`src/rtl/vga_timing.sv`:
```
// -----------------------------------------------------------------------------
// vga_timing
//   Raster timing generator for the video output path. A clock divider
//   produces a pixel-advance strobe. That strobe drives a horizontal position
//   counter and a vertical position counter. Each counter has a four-phase
//   FSM (VIS / FP / SYNC / BP). Sync and blank are registered from the
//   next-state values, so they change on the same edge as col/row and always
//   describe the coordinate currently shown on col/row.
//
//   Defaults give 640x480 @ 60 Hz from a 50 MHz clock (CLK_DIV = 2).
//
// Optional build macro:
//   VGA_TIMING_IRQ_EN - adds irq/irq_ack. irq is a vblank-start interrupt.
//                       It is set on the edge where the vertical FSM enters
//                       FP and cleared by an acknowledge. If set and ack
//                       happen together, set wins.
//
// Ports:
//   clock        system clock
//   reset_l      asynchronous active-low reset
//   enable       run/hold; when low all timing state freezes
//   pix_en       combinational one-clock strobe per pixel advance
//   col, row     current raster coordinate
//   hsync_l      horizontal sync, active low (registered)
//   vsync_l      vertical sync, active low (registered)
//   blank        high outside the visible region (registered)
//   line_start   one-clock pulse on the first clock with col==0 after a wrap
//   frame_start  one-clock pulse on the first clock with (0,0) after a wrap
//   irq_ack, irq (VGA_TIMING_IRQ_EN only) vblank interrupt handshake
// -----------------------------------------------------------------------------
module vga_timing #(
  parameter int CLK_DIV   = 2,
  parameter int H_VISIBLE = 640,
  parameter int H_FP      = 16,
  parameter int H_SYNC    = 96,
  parameter int H_BP      = 48,
  parameter int V_VISIBLE = 480,
  parameter int V_FP      = 10,
  parameter int V_SYNC    = 2,
  parameter int V_BP      = 33,
  localparam int H_TOTAL  = H_VISIBLE + H_FP + H_SYNC + H_BP,
  localparam int V_TOTAL  = V_VISIBLE + V_FP + V_SYNC + V_BP,
  localparam int COL_W    = $clog2(H_TOTAL),
  localparam int ROW_W    = $clog2(V_TOTAL)
) (
  input  logic             clock,
  input  logic             reset_l,
  input  logic             enable,
  output logic             pix_en,
  output logic [COL_W-1:0] col,
  output logic [ROW_W-1:0] row,
  output logic             hsync_l,
  output logic             vsync_l,
  output logic             blank,
  output logic             line_start,
  output logic             frame_start
`ifdef VGA_TIMING_IRQ_EN
  ,
  input  logic             irq_ack,
  output logic             irq
`endif
);

  // A width of 1 is kept for CLK_DIV==1. In that case div_cnt stays at 0
  // and pix_en follows enable.
  localparam int DIV_W = (CLK_DIV > 1) ? $clog2(CLK_DIV) : 1;
  localparam logic [DIV_W-1:0] DIV_LAST = DIV_W'(CLK_DIV - 1);

  // Last coordinate of each phase. The FSM leaves a phase on the pixel
  // advance that occurs while sitting on that coordinate.
  localparam logic [COL_W-1:0] H_VIS_END  = COL_W'(H_VISIBLE - 1);
  localparam logic [COL_W-1:0] H_FP_END   = COL_W'(H_VISIBLE + H_FP - 1);
  localparam logic [COL_W-1:0] H_SYNC_END = COL_W'(H_VISIBLE + H_FP + H_SYNC - 1);
  localparam logic [COL_W-1:0] H_LAST     = COL_W'(H_TOTAL - 1);
  localparam logic [ROW_W-1:0] V_VIS_END  = ROW_W'(V_VISIBLE - 1);
  localparam logic [ROW_W-1:0] V_FP_END   = ROW_W'(V_VISIBLE + V_FP - 1);
  localparam logic [ROW_W-1:0] V_SYNC_END = ROW_W'(V_VISIBLE + V_FP + V_SYNC - 1);
  localparam logic [ROW_W-1:0] V_LAST     = ROW_W'(V_TOTAL - 1);

  typedef enum logic [1:0] {
    VIS  = 2'd0,
    FP   = 2'd1,
    SYNC = 2'd2,
    BP   = 2'd3
  } phase_t;

  phase_t           h_state, h_nxt;
  phase_t           v_state, v_nxt;
  logic [DIV_W-1:0] div_cnt;
  logic             col_last;
  logic             row_last;
  logic             line_wrap;

  // ---------------------------------------------------------------------------
  // Divider strobe and wrap detection
  // ---------------------------------------------------------------------------
  assign pix_en    = (div_cnt == DIV_LAST) && enable;
  assign col_last  = (col == H_LAST);
  assign row_last  = (row == V_LAST);
  // The vertical machinery advances only on the last pixel of a line.
  assign line_wrap = pix_en && col_last;

  // ---------------------------------------------------------------------------
  // Next-phase logic. The registered sync/blank outputs are derived from these
  // values, so they line up with the col/row that is loaded on the same edge.
  // ---------------------------------------------------------------------------
  always_comb begin
    h_nxt = h_state;
    if (pix_en) begin
      unique case (h_state)
        VIS:  if (col == H_VIS_END)  h_nxt = FP;
        FP:   if (col == H_FP_END)   h_nxt = SYNC;
        SYNC: if (col == H_SYNC_END) h_nxt = BP;
        BP:   if (col == H_LAST)     h_nxt = VIS;
      endcase
    end
  end

  always_comb begin
    v_nxt = v_state;
    if (line_wrap) begin
      unique case (v_state)
        VIS:  if (row == V_VIS_END)  v_nxt = FP;
        FP:   if (row == V_FP_END)   v_nxt = SYNC;
        SYNC: if (row == V_SYNC_END) v_nxt = BP;
        BP:   if (row == V_LAST)     v_nxt = VIS;
      endcase
    end
  end

  // ---------------------------------------------------------------------------
  // State and registered outputs
  // ---------------------------------------------------------------------------
  always_ff @(posedge clock or negedge reset_l) begin
    if (!reset_l) begin
      div_cnt     <= '0;
      col         <= '0;
      row         <= '0;
      h_state     <= VIS;
      v_state     <= VIS;
      hsync_l     <= 1'b1;
      vsync_l     <= 1'b1;
      blank       <= 1'b0;
      line_start  <= 1'b0;
      frame_start <= 1'b0;
    end else begin
      if (enable)
        div_cnt <= (div_cnt == DIV_LAST) ? '0 : div_cnt + DIV_W'(1);

      if (pix_en)
        col <= col_last ? '0 : col + COL_W'(1);

      if (line_wrap)
        row <= row_last ? '0 : row + ROW_W'(1);

      h_state <= h_nxt;
      v_state <= v_nxt;
      hsync_l <= (h_nxt != SYNC);
      vsync_l <= (v_nxt != SYNC);
      blank   <= (h_nxt != VIS) || (v_nxt != VIS);

      // Pulses come only from an actual wrap. They never come from reset
      // release, and a held enable produces no wrap.
      line_start  <= line_wrap;
      frame_start <= line_wrap && row_last;
    end
  end

`ifdef VGA_TIMING_IRQ_EN
  // ---------------------------------------------------------------------------
  // Vblank interrupt: the set condition is checked first, so a coincident ack
  // cannot swallow a new vblank.
  // ---------------------------------------------------------------------------
  always_ff @(posedge clock or negedge reset_l) begin
    if (!reset_l)
      irq <= 1'b0;
    else if ((v_state != FP) && (v_nxt == FP))
      irq <= 1'b1;
    else if (irq_ack)
      irq <= 1'b0;
  end
`endif

endmodule

```
`config.mk`:
```
export PLATFORM = sky130hd
export DESIGN_NAME = vga_timing
export DESIGN_NICKNAME = d
export VERILOG_FILES = /design/src/rtl/vga_timing.sv
export SDC_FILE = /design/constraint.sdc
export NUM_CORES = 1
export LEC_CHECK = 0
export BUFFER_PORTS_ARGS = -buffer_cell sky130_fd_sc_hd__buf_2
export CAP_MARGIN = 25
export CORE_ASPECT_RATIO = 1.4
export CORE_UTILIZATION = 55
export CTS_BUF_LIST = sky130_fd_sc_hd__clkbuf_4
export CTS_CLUSTER_SIZE = 14
export DETAILED_ROUTE_END_ITERATION = 7
export PLACE_DENSITY = 0.79
export SYNTH_ARGS = -nofsm -noshare
export SYNTH_HDL_FRONTEND = slang
export SYNTH_SLANG_ARGS = --single-unit
```
`constraint.sdc`:
```
create_clock -name clock -period 3.9 [get_ports clock]
set_clock_uncertainty 0.1 [all_clocks]
set_input_delay 0.78 -clock clock [delete_from_list [all_inputs] [get_ports clock]]
set_output_delay 0.78 -clock clock [all_outputs]
set_load 0.05 [all_outputs]
```
==> results by group, run 1 <==
Routing
  • Drt initial violations: 12
  • DRC viols: 0
  • Wirelength, routed: ~3000 microns
  • Via count: about 1.2k
  • Drt wl/cell: about 14 microns
  • Via/cell ratio: ~5.6
  • TritonRoute pass-1 iters: 4
  • Routed Antenna Nets: 0

Worst setup path
  • CP delay by family, top: buffers and inverters
  • Internal reg-to-reg setup slack: roughly 1.7 ns
  • Bufs and invs on worst path: 3
  • Largest stage delay, worst path: around 0.27 ns
  • Startpoint Class: input pin
  • Worst EP required: around 3.0 ns
  • Worst reg2reg path depth: 7
  • Maximum fanout along the worst path: 8
  • CP most frequent cell: buf_2
  • R2r startpoint: col[0]
  • CP cell instances: buf_2 -> nand2_1 -> clkinv_1 -> buf_2
  • Arrival time at the worst endpoint: ~1.5 ns
  • Crit Path Category: input pin to output port
  • CP max stage cell: buf_2
  • Crit path capture type: output port
  • Worst r2r dst: blank

Power
  • Switch Pwr: 290 uW
  • Peak supply drop: approximately 0.42 mV
  • Clock Power Share: 0.240
  • Comb pwr share: 0.253
  • Cell Pwr Density: 430 nW/um^2
  • Leakage: 0.000837 uW
  • Pint: 462 uW
  • Seq pwr share: 0.507
  • Sw Share: 0.386

Logic synthesis
  • Synth Flop Type: dfrtp_1
  • Post-synth EDFFs: 0
  • Ys async rst share: 1.00
  • Top-count cell post-synth: dfrtp_1
  • Top cells by area, synth: dfrtp_1 45%, xor2_1 4.0%, dfstp_2 3.4%
  • Largest family of logic cells by synthesized area: simple AND/OR/NAND/NOR gates
  • #FFs+latches synth: 30
  • Post-synthesis simple-gate area fraction: 0.256
  • Synth Warn #: 0
  • Commonest cells in the netlist: 28 x dfrtp_1, 14 x nand2_1, 11 x nor2_1, 9 x o21ai_0, 7 x xor2_1
  • Post-synth net total: 151
  • Seq/Total Area, Yosys: 0.489
  • Mux contribution to synthesized area: 0.00731
  • Syn Area/Cell: between 10 and 15 sq um
  • Compound-gate portion of the synthesized area: 0.107
  • XOR/XNOR Fraction of Synth Area: 0.0682
  • Cell taking the most area after synthesis: dfrtp_1
  • Mapped cell area: 1540 sq um
  • Synth Instances: 144
  • Adder-Cell Fraction of Synth Area: 0.0325
  • Post-synth top area share: 0.455
  • Distinct cells, synth: 42

Global route
  • Largest net degree at the start of global routing: 31
  • GR Overflow Total: 0
  • GRT Util Overall: 0.218
  • Initial antenna violation count: 0
  • Vias in the first global route: approximately 1.1k
  • Global-route wire length before repair: approximately 4700 microns

Finish
  • Finished Layout Cells: ~210
  • # diodes: 0
  • Fill cells: 232
  • Synth-to-Final Area Change: 13.5%
  • Layout cells sized above 1: 0.264
  • Final #Nets: 184

Place
  • Dpl hpwl: approximately 2100 microns
  • Placed insts: approximately 200
  • Port Buffers: 28
  • Place WS: approximately 1.4 ns
  • GPL Wtd Cong: 0.802

Floorplanning
  • Chip width: approximately 47 microns
  • Core box area: about 2600 sq um
  • Die footprint: a little over 3000 sq um
  • Die Ht: roughly 65 microns
  • Ports: 29
  • Row count: 22
  • Initial Util: 0.583

STA
  • RSZ-0062 raised after global routing: false
  • Fin. Hold Viols: 0
  • Fin crit share: 0.620
  • Slew margin rel.: 0.562
  • Setup TNS: 0 ns
  • Post-layout minimum cycle time: about 2.4 ns
  • Final Max Tran Viols: 0
  • Final setup fails: 0
  • Setup slack after layout: 1.48 ns
  • Worst-Margin Slew: between 0.6 and 0.7 ns
  • Max Freq: approximately 0.41 GHz

Clocking
  • Post-CTS Resized: 0
  • H-tree Lvls: 2
  • CTS tree: done
  • CTS clk-pin slew, worst paths: about 0.09 ns
  • CTS Root Cell: clkbuf_4
  • CTS Sinks: 30
  • Post-CTS Setup Repair Bufs: 0
  • Post-CTS Hold Buffers: 0
  • Maximum clock insertion buffer count: 2
  • Worst skew pair latency: roughly 0.33 ns
  • Num CTS Buffers: 5

Flow run
  • Max Cap Viol: 0

Run status
  • Status: complete, no violations

Hold path
  • Hold Path Class: input pin to async pin
-- how the worst max path moves through the flow --
stage | slack [ns] | from | cells past startpoint | end
2_1_floorplan | 1.41 | col[0] | 9 | blank
3_3_place_gp | 1.45 | enable | 6 | blank
3_5_place_dp | 1.40 | enable | 6 | blank
4_1_cts | 1.48 | enable | 4 | pix_en
5_1_grt | 1.42 | enable | 4 | pix_en
6_report | 1.48 | enable | 4 | pix_en
-- flip-flops by register name (all words and copies together) (netlist names) --
signal and count:
col 10, vsync_l 1, line_start 1, blank 1, v_state 2, hsync_l 1, row 10, h_state 2
frame_start 1, div_cnt 1
-- worst register-to-register path: stages, from the launching register on --
cell and delay (ns):
dfrtp_1 0.45, ha_1 0.21, nand3_1 0.12, or4_4 0.63, inv_6 0.14, nand3_1 0.08
a21o_1 0.22, nand4bb_1 0.17
-- per-stage QoR --
| stage | hold slack [ns] | area [sq um] | total power, uW | util |
|---|---|---|---|---|
| after floorplan | 0.361 | 1540 | 523 | - |
| after global placement | 0.379 | 1700 | 572 | 0.642 |
| after detailed placement | 0.389 | 1700 | 577 | 0.642 |
| after CTS | 0.391 | 1750 | 759 | 0.662 |
| after global routing | 0.411 | 1750 | 789 | 0.662 |
| final | 0.374 | 1750 | 752 | 0.662 |
-- placed cells by master, fill, tap and decap left out, drive strengths merged, types with 3 or more instances in the layout --
cell    Yosys  layout
dfrtp      28      28
buf         2      28
nand2      14      14
nor2       11      11
o21ai       9       9
xor2        7       7
nor3        7       7
nand3       6       6
clkbuf      0       6
inv         6       6
nand4b      5       5
nand4       5       5
xnor2       5       5
ha          4       4
nor2b       3       3
clkinv      1       3
a21oi       3       3
nor4        3       3
-- cell families (layout without fill, tap and decap cells) --
| logic type | Yosys count | count (layout) |
|---|---|---|
| compound gates | 22 | 22 |
| xor+xnor | 12 | 12 |
| fa+ha+maj | 4 | 4 |
| buf+inv | 9 | 43 |
| flops | 30 | 30 |
| mux | 1 | 1 |
| simple gates | 66 | 66 |
-- power by group through the flow --
| stage | registers, uW | logic [uW] | clock network [uW] |
|---|---|---|---|
| floorplan | 460 | 63.7 | 0 |
| finish | 381 | 190 | 180 |
| global route | 386 | 205 | 199 |
| global placement | 383 | 188 | 0 |
| detailed placement | 386 | 191 | 0 |
| CTS | 380 | 192 | 186 |
-- layer usage --
layer	share of wire	vias to the layer above	GRT usage
li1	-	580	-
met3	0.039	9	0.0585
met5	0	-	0
met1	0.41	583	0.234
met4	0.023	0	0.0964
met2	0.53	29	0.377
-- layout make-up --
| class | count | area [sq um] | area share |
|---|---|---|---|
| inverters | 7 | 31.3 | 0.0179 |
| multi-input cells | 105 | 726 | 0.415 |
| repair buffers | 28 | 140 | 0.0801 |
| clock inverters | 2 | 8.76 | 0.00501 |
| well taps | 36 | 45.0 | 0.0258 |
| flip-flops and latches | 30 | 753 | 0.431 |
| clock buffers | 6 | 45.0 | 0.0258 |
(Power assumes the default switching activity.)
==> run 2, diff against run 1 <==
- clock period: 3.9 -> 2.28 ns (I/O delays scaled with it)
==> results by group, run 2 (same netlist as run 1, synthesis figures left out) <==
Run status
  • Status: complete, no violations (unchanged)

Worst setup path
  • Worst reg2reg path depth: 6 (was 7)
  • Internal reg-to-reg setup slack: 0.11 ns (was 1.66 ns)
  • WP depth: 6 (was 4)
  • R2r startpoint: col[5] (was col[0])
  • CP cell instances: or2_4 -> or4_4 -> inv_6 -> nand3_1 -> a21o_1 -> nand4bb_1 (was buf_2 -> nand2_1 -> clkinv_1 -> buf_2)
  • Arrival time at the worst endpoint: 2.28 ns (was 1.54 ns)
  • CP delay by family, top: simple AND/OR/NAND/NOR gates (was buffers and inverters)
  • Critical Path Start: col[5] (was enable)
  • Worst r2r dst: blank (unchanged)
  • CP Capture Point: blank (was pix_en)
  • Startpoint Class: register (was input pin)
  • Largest stage delay, worst path: 0.61 ns (was 0.27 ns)
  • Maximum fanout along the worst path: 11 (was 8)
  • Bufs and invs on worst path: 1 (was 3)
  • CP max stage cell: or4_4 (was buf_2)
  • Worst EP required: 2.39 ns (was 3.02 ns)
  • Crit Path Category: register to register (was input pin to output port)
  • Crit path capture type: register (was output port)

Routing
  • Routed Antenna Nets: 0 (unchanged)
  • Via/cell ratio: 5.58 (was 5.61)
  • TritonRoute pass-1 iters: 4 (unchanged)
  • Via count: 1210 (was 1201)
  • DRC viols: 0 (unchanged)
  • Drt initial violations: 6 (was 12)
  • Drt wl/cell: 13.4 microns (was 13.8 microns)
  • Wirelength, routed: 2910 microns (was 2960 microns)

Finish
  • Synth-to-Final Area Change: 16.7% (was 13.5%)
  • Layout cells sized above 1: 0.320 (was 0.264)
  • # diodes: 0 (unchanged)
  • Most common cell after layout, fill and taps aside: buf_2
  • Commonest cells after routing, fill and taps aside: 28 x buf_2, 21 x dfrtp_1, 14 x nand2_1 (was 28 x dfrtp_1, 28 x buf_2, 14 x nand2_1)
  • Final #Nets: 187 (was 184)
  • Post-layout util: 0.681 (was 0.662)
  • Regs by FF count: col (10), row (10) (unchanged)
  • Fill cells: 238 (was 232)

Power
  • Leakage: 0.000842 uW (was 0.000837 uW)
  • Cell Pwr Density: 728 nW/um^2 (was 430 nW/um^2)
  • Peak supply drop: 1.04 mV (was 0.425 mV)

STA
  • RSZ-0062 raised after global routing: false (unchanged)
  • Fin. Hold Viols: 0 (unchanged)
  • Setup slack after layout: 0.108 ns (was 1.48 ns)
  • Final Max Tran Viols: 0 (unchanged)
  • Final setup fails: 0 (unchanged)
  • Slew margin rel.: 0.557 (was 0.562)
  • Setup TNS: 0 ns (unchanged)
  • Worst-Margin Slew: 0.665 ns (was 0.657 ns)
  • Max Freq: 0.460 GHz
  • Post-layout minimum cycle time: between 2 and 2.5 ns
  • Fin crit share: 0.953

Place
  • Dpl hpwl: 2120 microns (was 2140 microns)
  • GPL Wtd Cong: 0.813 (was 0.802)
  • Port Buffers: 28 (unchanged)
  • Place WS: 0.107 ns (was 1.40 ns)

Clocking
  • CTS Root Cell: clkbuf_4 (unchanged)
  • CTS tree: done (unchanged)
  • H-tree Lvls: 2 (unchanged)
  • CTS Sinks: 30 (unchanged)
  • Maximum clock insertion buffer count: 2 (unchanged)
  • Num CTS Buffers: 5 (unchanged)
  • Post-CTS Resized: 0 (unchanged)
  • Worst skew pair latency: 0.34 ns (was 0.33 ns)
  • Post-CTS Hold Buffers: 0 (unchanged)
  • CTS clk-pin slew, worst paths: 0.10 ns (was 0.09 ns)
  • Post-CTS Setup Repair Bufs: 0 (unchanged)

Global route
  • Global-route wire length before repair: 4780 microns (was 4690 microns)
  • GR Overflow Total: 0 (unchanged)
  • Vias in the first global route: 1156 (was 1117)
  • Initial antenna violation count: 0 (unchanged)
  • GRT Util Overall: 0.228 (was 0.218)
  • Largest net degree at the start of global routing: 31 (unchanged)

Floorplanning
  • Die footprint: 3020 sq um (unchanged)
  • Core box area: 2640 sq um (unchanged)
  • Die Ht: 64.6 microns (unchanged)
  • Initial Util: 0.583 (unchanged)
  • Ports: 29 (unchanged)
  • Chip width: 46.7 microns (unchanged)
  • Row count: 22 (unchanged)

Hold path
  • Hold Path Class: input pin to async pin (unchanged)

Flow run
  • Max Cap Viol: 0 (unchanged)
run 2: cell types whose count changed in the layout (fill, tap and decap cells not counted), sizes merged:
cell  delta
buf      +3
run 2: power breakdown:
part	leakage [uW]	total, uW	switching, uW	internal [uW]
Clock	0.0000331	307	179	127
Sequential	0.000378	663	74.5	589
Combinational	0.000431	339	243	96.4
Total	0.000842	1310	496	813
run 2: how the worst min path moves through the flow:
stage,start,to,slack [ns],depth (start not counted)
2_1_floorplan,reset_l,blank,0.06,0
3_3_place_gp,div_cnt,div_cnt,0.38,1
3_5_place_dp,div_cnt,div_cnt,0.39,1
4_1_cts,reset_l,row[7],0.04,1
5_1_grt,reset_l,row[7],0.07,1
6_report,reset_l,row[3],0.04,1
run 2: routing by layer:
metal  vias to the layer above  track usage  share of wire
met2                        32        0.378           0.52
met3                         9       0.0724          0.044
met1                       577        0.231           0.40
met5                         -            0              0
met4                         0        0.146          0.033
li1                        592            -              -
run 2: area by class of cell:
cell class | instances | area (sq um) | share of cell area
clock buffers | 6 | 45.0 | 0.0250
well taps | 36 | 45.0 | 0.0250
inverters | 7 | 31.3 | 0.0174
clock inverters | 2 | 8.76 | 0.00487
repair buffers | 31 | 163 | 0.0904
flip-flops and latches | 30 | 762 | 0.424
multi-input cells | 105 | 744 | 0.414
run 2: metrics by stage:
stage | hold WS, ns | area (sq um) | cells | total power (uW)
finish | 0.0378 | 1800 | 217 | 1310
global route | 0.0676 | 1800 | 217 | 1390
CTS | 0.0438 | 1790 | 217 | 1330
detailed placement | 0.390 | 1740 | 209 | 1010
global placement | 0.378 | 1740 | 209 | 1010
floorplan | 0.0604 | 1560 | 144 | 918
